===== src/rtl/ram_arbiter.sv =====
`default_nettype none
// -----------------------------------------------------------------------------
// ram_arbiter : round-robin arbiter sharing one read-latency-1 RAM among ports.
// Optional macro RAM_ARBITER_FIXED_PRIO_EN: fixed priority, port 0 highest.
// Revision: 1.0
// -----------------------------------------------------------------------------
module ram_arbiter #(
  parameter  int WORD_SIZE = -1,
  parameter  int RAM_SIZE  = -1,
  parameter  int NUM_PORTS = 2,
  localparam int WS        = (WORD_SIZE > 0) ? WORD_SIZE : 1,
  localparam int DEPTH     = (RAM_SIZE > 1) ? RAM_SIZE : 2,
  localparam int ADDR_BITW = $clog2(DEPTH),
  localparam int PORT_BITW = $clog2(NUM_PORTS)
) (
  input  logic                           clock,
  input  logic                           n_rst,
  input  logic [NUM_PORTS-1:0]           req,
  input  logic [NUM_PORTS-1:0]           we,
  input  logic [NUM_PORTS*ADDR_BITW-1:0] addr,
  input  logic [NUM_PORTS*WS-1:0]        wdata,
  output logic [NUM_PORTS-1:0]           gnt,
  output logic [NUM_PORTS-1:0]           rvalid,
  output logic [WS-1:0]                  rdata
);

  logic [WS-1:0]        mem [DEPTH];
  logic [WS-1:0]        rd_word_q;
  logic                 rd_pend_q;
  logic [PORT_BITW-1:0] rd_port_q;

  logic                 sel_vld;
  logic [PORT_BITW-1:0] sel_idx;
  logic [PORT_BITW-1:0] cand;
  logic                 sel_we;
  logic [ADDR_BITW-1:0] sel_addr;
  logic [WS-1:0]        sel_wdata;
  logic                 grant;

`ifndef RAM_ARBITER_FIXED_PRIO_EN
  logic [PORT_BITW-1:0] last_q;
  logic [PORT_BITW:0]   sum;
`endif

  // Scan ports in priority order; the first requester wins and its fields are muxed out.
  always_comb begin
    sel_vld   = 1'b0;
    sel_idx   = '0;
    sel_we    = 1'b0;
    sel_addr  = '0;
    sel_wdata = '0;
    cand      = '0;
`ifndef RAM_ARBITER_FIXED_PRIO_EN
    sum       = '0;
`endif
    for (int i = 0; i < NUM_PORTS; i++) begin
`ifdef RAM_ARBITER_FIXED_PRIO_EN
      cand = PORT_BITW'(i);
`else
      sum = {1'b0, last_q} + (PORT_BITW+1)'(i + 1);
      if (sum >= (PORT_BITW+1)'(NUM_PORTS)) begin
        sum = sum - (PORT_BITW+1)'(NUM_PORTS);
      end
      cand = sum[PORT_BITW-1:0];
`endif
      if (!sel_vld && req[cand]) begin
        sel_vld   = 1'b1;
        sel_idx   = cand;
        sel_we    = we[cand];
        sel_addr  = addr[cand*ADDR_BITW +: ADDR_BITW];
        sel_wdata = wdata[cand*WS +: WS];
      end
    end
  end

  assign grant = sel_vld & n_rst;

  always_comb begin
    gnt = '0;
    if (grant) begin
      gnt[sel_idx] = 1'b1;
    end
  end

  always_ff @(posedge clock or negedge n_rst) begin
    if (!n_rst) begin
      rd_pend_q <= 1'b0;
      rd_port_q <= '0;
`ifndef RAM_ARBITER_FIXED_PRIO_EN
      last_q    <= PORT_BITW'(NUM_PORTS - 1);
`endif
    end else begin
      rd_pend_q <= grant & ~sel_we;
      if (grant) begin
        rd_port_q <= sel_idx;
`ifndef RAM_ARBITER_FIXED_PRIO_EN
        last_q    <= sel_idx;
`endif
      end
    end
  end

  // Storage is deliberately left unreset; the read register is masked by rd_pend_q.
  always_ff @(posedge clock) begin
    if (grant) begin
      if (sel_we) begin
        mem[sel_addr] <= sel_wdata;
      end else begin
        rd_word_q <= mem[sel_addr];
      end
    end
  end

  assign rvalid = rd_pend_q ? (NUM_PORTS'(1) << rd_port_q) : '0;
  assign rdata  = rd_pend_q ? rd_word_q : '0;

endmodule
`default_nettype wire


===== config.mk =====
export PLATFORM = sky130hd
export DESIGN_NAME = ram_arbiter
export DESIGN_NICKNAME = d
export VERILOG_FILES = /design/src/rtl/ram_arbiter.sv
export SDC_FILE = /design/constraint.sdc
export NUM_CORES = 1
export LEC_CHECK = 0
export CAP_MARGIN = 10
export CORE_AREA = 2 2 39 41
export CTS_BUF_LIST = sky130_fd_sc_hd__clkbuf_4 sky130_fd_sc_hd__clkbuf_8 sky130_fd_sc_hd__clkbuf_16
export DETAILED_ROUTE_END_ITERATION = 12
export DIE_AREA = 0 0 41 43
export PLACE_DENSITY = 0.52
export SLEW_MARGIN = 5
export SYNTH_ARGS = -nofsm -noshare
export SYNTH_HDL_FRONTEND = slang
export SYNTH_SLANG_ARGS = --single-unit
export TNS_END_PERCENT = 10

===== constraint.sdc =====
create_clock -name clock -period 4.22 [get_ports clock]
set_input_delay 0.633 -clock clock [delete_from_list [all_inputs] [get_ports clock]]
set_output_delay 0.633 -clock clock [all_outputs]
set_load 0.02 [all_outputs]

### Word level (Yosys, flattened, before mapping)

Memory sizes are Yosys's and may differ from the RTL's. A register that Yosys moved wholly into a read port is not among the register bits.
Cells that the tools add are included.

* flip-flop bits (word level): 3
* bits in writable memories: 2
* memories kept: 1

* add/sub/neg operators: 4
* magnitude comparators: 6
* shift-type cells: 5
* multiplexer cells: 28
* bitwise logic cells: 3
* reduce and logical (&&, ||, !) cells: 4

Memory list
* mem: words 2, width 1, read ports 1, clocked after Yosys merged registers in 1, wr ports 1, RTL line 27 `logic [WS-1:0] mem [DEPTH];`

Operators by type and width (number)
* two-way mux 1 bit: 25
* variable part select 2 x 2 -> 1 bit: 4
* < comparator 1 x 2 -> 1 bit (second input constant): 3
* greater-or-equal comparator 2 bit (second input constant): 2
* two-way mux 2 bit: 2
* adder 1 x 1 -> 2 bit (second input constant): 1
* adder 1 x 2 -> 2 bit (second input constant): 1
* bitwise AND 1 bit: 2
* logical AND 1 bit: 2
* AND reduction 2 bit: 1
* left shift 1 x 1 -> 2 bit (first input constant): 1
* subtractor 1 bit (second input constant): 2
* demux 1 bit (select 1 bit): 1
* greater-or-equal comparator 1 bit (second input constant): 1
* zero test 1 bit: 1
* NOT 1 bit: 1

### Logic depth before layout (Yosys ltp)

Gate-level depths: netlist (run 1).

* depth in word-level cells: 14
* mapped depth: 3
* gate-level depth less buffers: 3

### Worst setup path before layout (run 1)

Ideal clock, no wire load.

* kind: input to output
* start point: in req[1]
* end point: out gnt[1]
* arrival: 1120 ps
* setup slack: 2467 ps
* cell stages on the path: 2
* path buffers: 0
* cell sequence: a21boi_2 > and2_1

* longest elaborated chain between the ends: 11

Ends and longest elaborated chain
* from (decl): RTL line 18 `input logic [NUM_PORTS-1:0] req,`
* two-way mux 1 bit (implied by the code) (2 in series): RTL line 66 `if (!sel_vld && req[cand]) begin`
* two-way mux 1 bit: RTL line 66
* zero test 1 bit: RTL line 66
* logical AND 1 bit: RTL line 66
* two-way mux 1 bit: RTL line 66
* < comparator 1 x 2 -> 1 bit (implied by the code) or greater-or-equal comparator 1 bit (tied branches): RTL line 81 `gnt[sel_idx] = 1'b1;`
* logical AND 1 bit (implied by the code): RTL line 81
* two-way mux 1 bit (implied by the code): RTL line 81
* demux 1 bit (select 1 bit): RTL line 81
* two-way mux 2 bit *: RTL line 80 `if (grant) begin`
* to (decl): RTL line 22 `output logic [NUM_PORTS-1:0] gnt,`

Mark *: on every way between the ends. The rest lies on a longest branch, timed or not. The select of a mux whose other input is x is not followed.

### Final worst setup path (run 1)

* start point: in req[0]
* end point: out gnt[1]

The elaborated chain is that of the path after synthesis.

==> results of run 1 <==
-- routing by layer --
layer | part of all wire [%] | GRT usage [%] | vias up
li1 | - | - | 140
met1 | 44 | 10.9 | 127
met2 | 46 | 14.1 | 17
met3 | 8.2 | 3.14 | 2
met4 | 1.5 | 8.00 | 0
met5 | 0 | 0 | -
-- synthesized netlist by cell type (2+ instances only) --
cell type,instances,share of area (%)
and2_1,3,5.8
edfxtp_1,3,28
a21oi_1,2,3.1
dfrtp_1,2,16
-- cell usage in the layout, fill, tap and decap left out, drive strengths merged --
cell type | synthesis | layout
nor2b | 1 | 1
edfxtp | 3 | 3
nand3 | 1 | 1
a32oi | 1 | 1
nand3b | 1 | 1
and2 | 3 | 3
mux2 | 1 | 1
clkbuf | 0 | 4
dfstp | 1 | 1
dfrtp | 2 | 2
and3 | 1 | 1
clkdlybuf4s50 | 0 | 14
nand4 | 1 | 1
nand2b | 2 | 2
nand2 | 1 | 1
a31oi | 1 | 1
a32o | 1 | 1
a21oi | 2 | 2
a21boi | 3 | 3
a21o | 1 | 1
-- cells by family after synthesis --
family | count (synthesis)
and+or+nand+nor | 11
muxes | 1
DFF | 6
AOI/OAI and AO/OA | 9
-- final cells by class --
type	count	area (um2)	area share, %
Tap cell	16	20.0	3.90
Multi-Input combinational cell	21	156	30.5
Timing Repair Buffer	14	140	27.3
Clock buffer	4	30.0	5.85
Sequential cell	6	166	32.4
-- how the worst max path moves through the flow --
stage	startpoint	end	slack, ps	cells after the start
after detailed placement	req[0]	gnt[1]	1300	4
final	req[0]	gnt[1]	1310	4
after global routing	req[0]	gnt[1]	1230	4
after global placement	req[0]	gnt[1]	1360	4
after CTS	req[0]	gnt[1]	1310	4
after floorplan	req[1]	gnt[1]	2470	2
-- power groups by stage --
stage / sequential (uW) / clock, uW / combinational [uW]
2_1_floorplan: 73.4 / 0 / 20.2
3_3_place_gp: 74.2 / 0 / 38.9
3_5_place_dp: 74.5 / 0 / 39.3
4_1_cts: 73.4 / 68.5 / 39.4
5_1_grt: 73.9 / 73.5 / 42.8
6_report: 73.3 / 66.5 / 39.0
-- metrics by stage --
step	cell area (um2)	setup slack, ps
final	513	1310
after global routing	513	1230
after global placement	483	1360
after detailed placement	483	1300
after floorplan	323	2470
after CTS	513	1310
-- registers in the layout, summed over array words and instances, names as in the netlist --
name       cells
rd_port_q      1
rd_pend_q      1
mem            2
rd_word_q      1
last_q         1
==> results.py, run 1 <==
metrics = {
    "worst_setup_path": {
        "worst-path-buf-inv": 2,
        "worst-path-max-fanout": 8,
        "crit_type": "in -> out",
        "rrSetupSlack_ps": 2750,
        "cp_top_family": "buffers and inverters",
        "crit_path_frequent_cell": "clkdlybuf4s50_1",
        "worstSetupEndpointType": "output port",
        "r2r_end": "rd_word_q$_DFFE_PP_",
        "timing.critical_path.arrival_ps": 2280,
        "crit_chain": "clkdlybuf4s50_1 -> a21boi_2 -> and2_1 -> clkdlybuf4s50_1",
        "timing.rr.start": "last_q$_DFFE_PN1P_",
        "max_stage_delay_ps": 600,
        "cp_slowest_cell": "clkdlybuf4s50_1",
        "r2r_cells": 3,
        "worst_setup_path_start_kind": "primary input",
        "worstPathRequired_ps": 3590,
    },
    "synthesis": {
        "synth_edf_count": 3,
        "synth_xor_area_share_pct": 0,
        "synth.distinct_cells": 21,
        "synthMuxAreaShare_pct": 3.49,
        "synth_adder_area_share_pct": 0,
        "synth_seq_cells": 6,
        "synth-compound-area-share_pct": 23.6,
        "ys.flop_type": "edfxtp_1",
        "synth-simple-area-share_pct": 21.3,
        "async_flop_share_pct": 50.0,
        "syn_avg_cell_area_um2": 12.0,
        "syn_inst": 27,
        "ys_warn_count": 0,
        "synth_area_um2": 323,
        "syn_nets": 37,
        "yosysSeqAreaShare_pct": 51.6,
        "synth_top_family_by_area": "compound AO/OA/AOI/OAI gates",
    },
    "global_routing": {
        "globalRouteOverflowTotal": 0,
        "grt_use_total_pct": 9.72,
        "grt_max_degree": 12,
        "first_global_vias": 282,
        "grt_pass1_wl_um": 1100,
        "antenna_found_initial": 0,
    },
    "power": {
        "seq_power_share_pct": 41.0,
        "p_sw_share_pct": 25.1,
        "finalPower_uw": 179,
        "switchingPower_uw": 44.9,
        "intPower_uw": 134,
        "p_clk_share_pct": 37.2,
        "p_leak_uw": 0.000191,
        "power_frac_comb_pct": 21.8,
        "ir_worst_vdd_mv": 0.133,
        "power_density_nw_per_um2": 349,
    },
    "timing": {
        "finalClockSkew_ps": 5.79,
        "maxSlewViolCount": 0,
        "finalSetupViolations": 0,
        "post-route-min-period_ps": 2910,
        "final.setup.tns_ps": 0,
        "grt_setup_unrepaired": "no",
        "fmax_mhz": 343,
        "whs_ps": 495,
        "worst_pin_slew_ps": 372,
        "post-route-period-util_pct": 69.0,
        "hold_viol": 0,
        "slew_headroom_pct": 75.1,
    },
    "floorplan": {
        "die_y_um": 43,
        "core-area_um2": 1380,
        "start_util_pct": 23.3,
        "num_rows": 14,
        "die-area_um2": 1760,
        "ioPinCount": 15,
        "fp.dieW_um": 41,
    },
    "detailed_routing": {
        "post-route-drc-count": 0,
        "routed_wl_um": 670,
        "vias_per_cell": 4.69,
        "wire_per_inst_um": 11.0,
        "initialDrtViolationCount": 5,
        "num_vias": 286,
        "ant_nets": 0,
        "first_pass_iters": 3,
    },
    "layout": {
        "layout-drive-gt1-share_pct": 17.8,
        "instances_no_fill": 61,
        "antenna_cells": 0,
        "utilization_pct": 37.1,
        "area_growth_pct": 58.9,
        "n_fill_cell": 145,
        "nets": 56,
    },
    "min_path": {
        "hold_class": "reg -> reg",
        "holdPathEnd": "rd_port_q$_DFFE_PN0P_",
        "min_from": "rd_port_q$_DFFE_PN0P_",
        "holdPathStages": 1,
    },
    "outcome": {
        "status": "complete, no violations",
    },
    "clock_tree": {
        "cts_buffers": 3,
        "ctsHoldBuffers": 0,
        "htreeDepth": 1,
        "cts.sinks": 6,
        "clock_latency_ps": 250,
        "cts_setup_buffers": 0,
        "clockBufferDepth": 2,
        "path_clk_slew_ps": 50,
        "cts_tree": "done",
        "cts-root-buf": "clkbuf_4",
        "cts_resized": 0,
    },
    "placement": {
        "hpwl_um": 524,
        "dp.cells": 57,
        "globalplace.congestion": 0.743,
        "place.port_buffers": 14,
    },
    "flow_run": {
        "max_cap_violations": 0,
    },
}
No activity file was read; power rests on OpenSTA's default activity.
==> run 2: changes to the inputs <==
Settings changed: PLACE_DENSITY 0.52 to 0.54.
Clock period 4.22 ns to 2.6 ns, I/O delays scaled along.
==> results.py, run 2 (same netlist as run 1, synthesis figures left out) <==
metrics = {
    "timing": {
        "hold_viol": 0,
        "whs_ps": 508,
        "post-route-period-util_pct": 90.5,
        "final.setup.tns_ps": 0,
        "finalClockSkew_ps": 0.939,
        "slew_headroom_pct": 80.6,
        "finalSetupViolations": 0,
        "worst_pin_slew_ps": 288,
        "grt_setup_unrepaired": "no",
        "maxSlewViolCount": 0,
        "post-route-min-period_ps": 2350,
        "fmax_mhz": 425,
    },
    "detailed_routing": {
        "routed_wl_um": 685,
        "vias_per_cell": 4.65,
        "initialDrtViolationCount": 2,
        "post-route-drc-count": 0,
        "ant_nets": 0,
        "wire_per_inst_um": 10.9,
        "num_vias": 293,
        "first_pass_iters": 2,
    },
    "worst_setup_path": {
        "worstSetupStartpoint": "req[1]",
        "worstPathRequired_ps": 2210,
        "crit_type": "in -> out",
        "worstSetupEndpointType": "output port",
        "timing.rr.start": "last_q$_DFFE_PN1P_",
        "worst_setup_path_start_kind": "primary input",
        "worst-path-max-fanout": 5,
        "timing.critical_path.arrival_ps": 1960,
    },
    "layout": {
        "area_growth_pct": 63.6,
        "nets": 58,
        "regMostFlops": "mem",
        "layout_common_cells": "clkdlybuf4s50_1, clkbuf_4, and2_1, edfxtp_1",
        "antenna_cells": 0,
        "utilization_pct": 38.2,
        "n_fill_cell": 146,
        "largest_reg_flops": 2,
        "layout-drive-gt1-share_pct": 21.3,
        "final_common_cell": "clkdlybuf4s50_1",
        "instances_no_fill": 63,
    },
    "clock_tree": {
        "cts_buffers": 3,
        "cts_tree": "done",
        "ctsHoldBuffers": 0,
        "htreeDepth": 1,
        "cts_resized": 0,
        "cts.sinks": 6,
        "cts-root-buf": "clkbuf_4",
        "path_clk_slew_ps": 50,
        "cts_setup_buffers": 0,
        "clockBufferDepth": 2,
        "clock_latency_ps": 250,
    },
    "global_routing": {
        "met3_usage_pct": 4.71,
        "grt_max_degree": 9,
        "grt_pass1_wl_um": 1130,
        "globalRouteOverflowTotal": 0,
        "grt_use_total_pct": 10.1,
        "first_global_vias": 283,
        "use_met1_pct": 11.5,
        "antenna_found_initial": 0,
        "grt_busiest_layer": "met2",
        "grt_util_met2_pct": 14.7,
    },
    "floorplan": {
        "die_y_um": 43,
        "core-area_um2": 1380,
        "die-area_um2": 1760,
        "num_rows": 14,
        "start_util_pct": 23.3,
        "fp.dieW_um": 41,
        "ioPinCount": 15,
    },
    "min_path": {
        "hold_class": "reg -> reg",
        "min_from": "rd_port_q$_DFFE_PN0P_",
    },
    "power": {
        "p_leak_uw": 0.000200,
        "power_density_nw_per_um2": 554,
        "ir_worst_vdd_mv": 0.215,
        "finalPower_uw": 293,
    },
    "placement": {
        "globalplace.congestion": 0.768,
        "place.port_buffers": 14,
        "dp.cells": 59,
    },
    "outcome": {
        "status": "complete, no violations",
    },
    "flow_run": {
        "max_cap_violations": 0,
    },
}
==> run 2: changes by cell type in the layout (fill, tap and decap cells not counted) <==
cell   previous run  this run
buf_4             0         2
==> run 2: stage by stage <==
step / worst slack [ps] / instance area, um2
global placement: 274 / 498
detailed placement: 235 / 498
finish: 247 / 528
CTS: 242 / 528
global route: 160 / 528
floorplan: 1210 / 323
==> run 2: path summary, 6_finish.rpt <==
| kind | endpoint | cells after the start | slack (ps) |
|---|---|---|---|
| max | gnt[1] | 4 | 250 |
| min | rd_port_q$_DFFE_PN0P_ | 1 | 510 |
| max reg2reg | rd_word_q$_DFFE_PP_ | 3 | 1130 |
| min reg2reg | rd_port_q$_DFFE_PN0P_ | 1 | 510 |
| max in group asynchronous | rd_port_q$_DFFE_PN0P_ | 2 | 1880 |
| min in group asynchronous | rd_pend_q$_DFF_PN0_ | 2 | 620 |
==> run 2: critical path, cell delays in order <==
cell and delay, ps:
clkdlybuf4s50_1 510, a21boi_2 280, and2_1 180, clkdlybuf4s50_1 600
==> run 2: layout make-up <==
class | instances | area, um2 | area share, %
clock buffer | 4 | 30.0 | 5.69
timing repair buffer | 16 | 155 | 29.4
multi-input combinational | 21 | 156 | 29.6
sequential | 6 | 166 | 31.5
tap | 16 | 20.0 | 3.79
==> run 2: layer usage <==
metal,routed length (um),share of wire (%),up-vias
li1,-,-,147
met1,294,43,132
met2,335,49,14
met3,56,8.2,0
met4,0,0,0
met5,0,0,-
==> run 2: where the power goes <==
part	leakage, uW	total (uW)	switching, uW	internal, uW
registers	0.0000634	119	6.16	113
clock network	0.0000184	107	38.5	68.9
logic	0.000118	66.3	28.7	37.6
total	0.000200	293	73.4	219
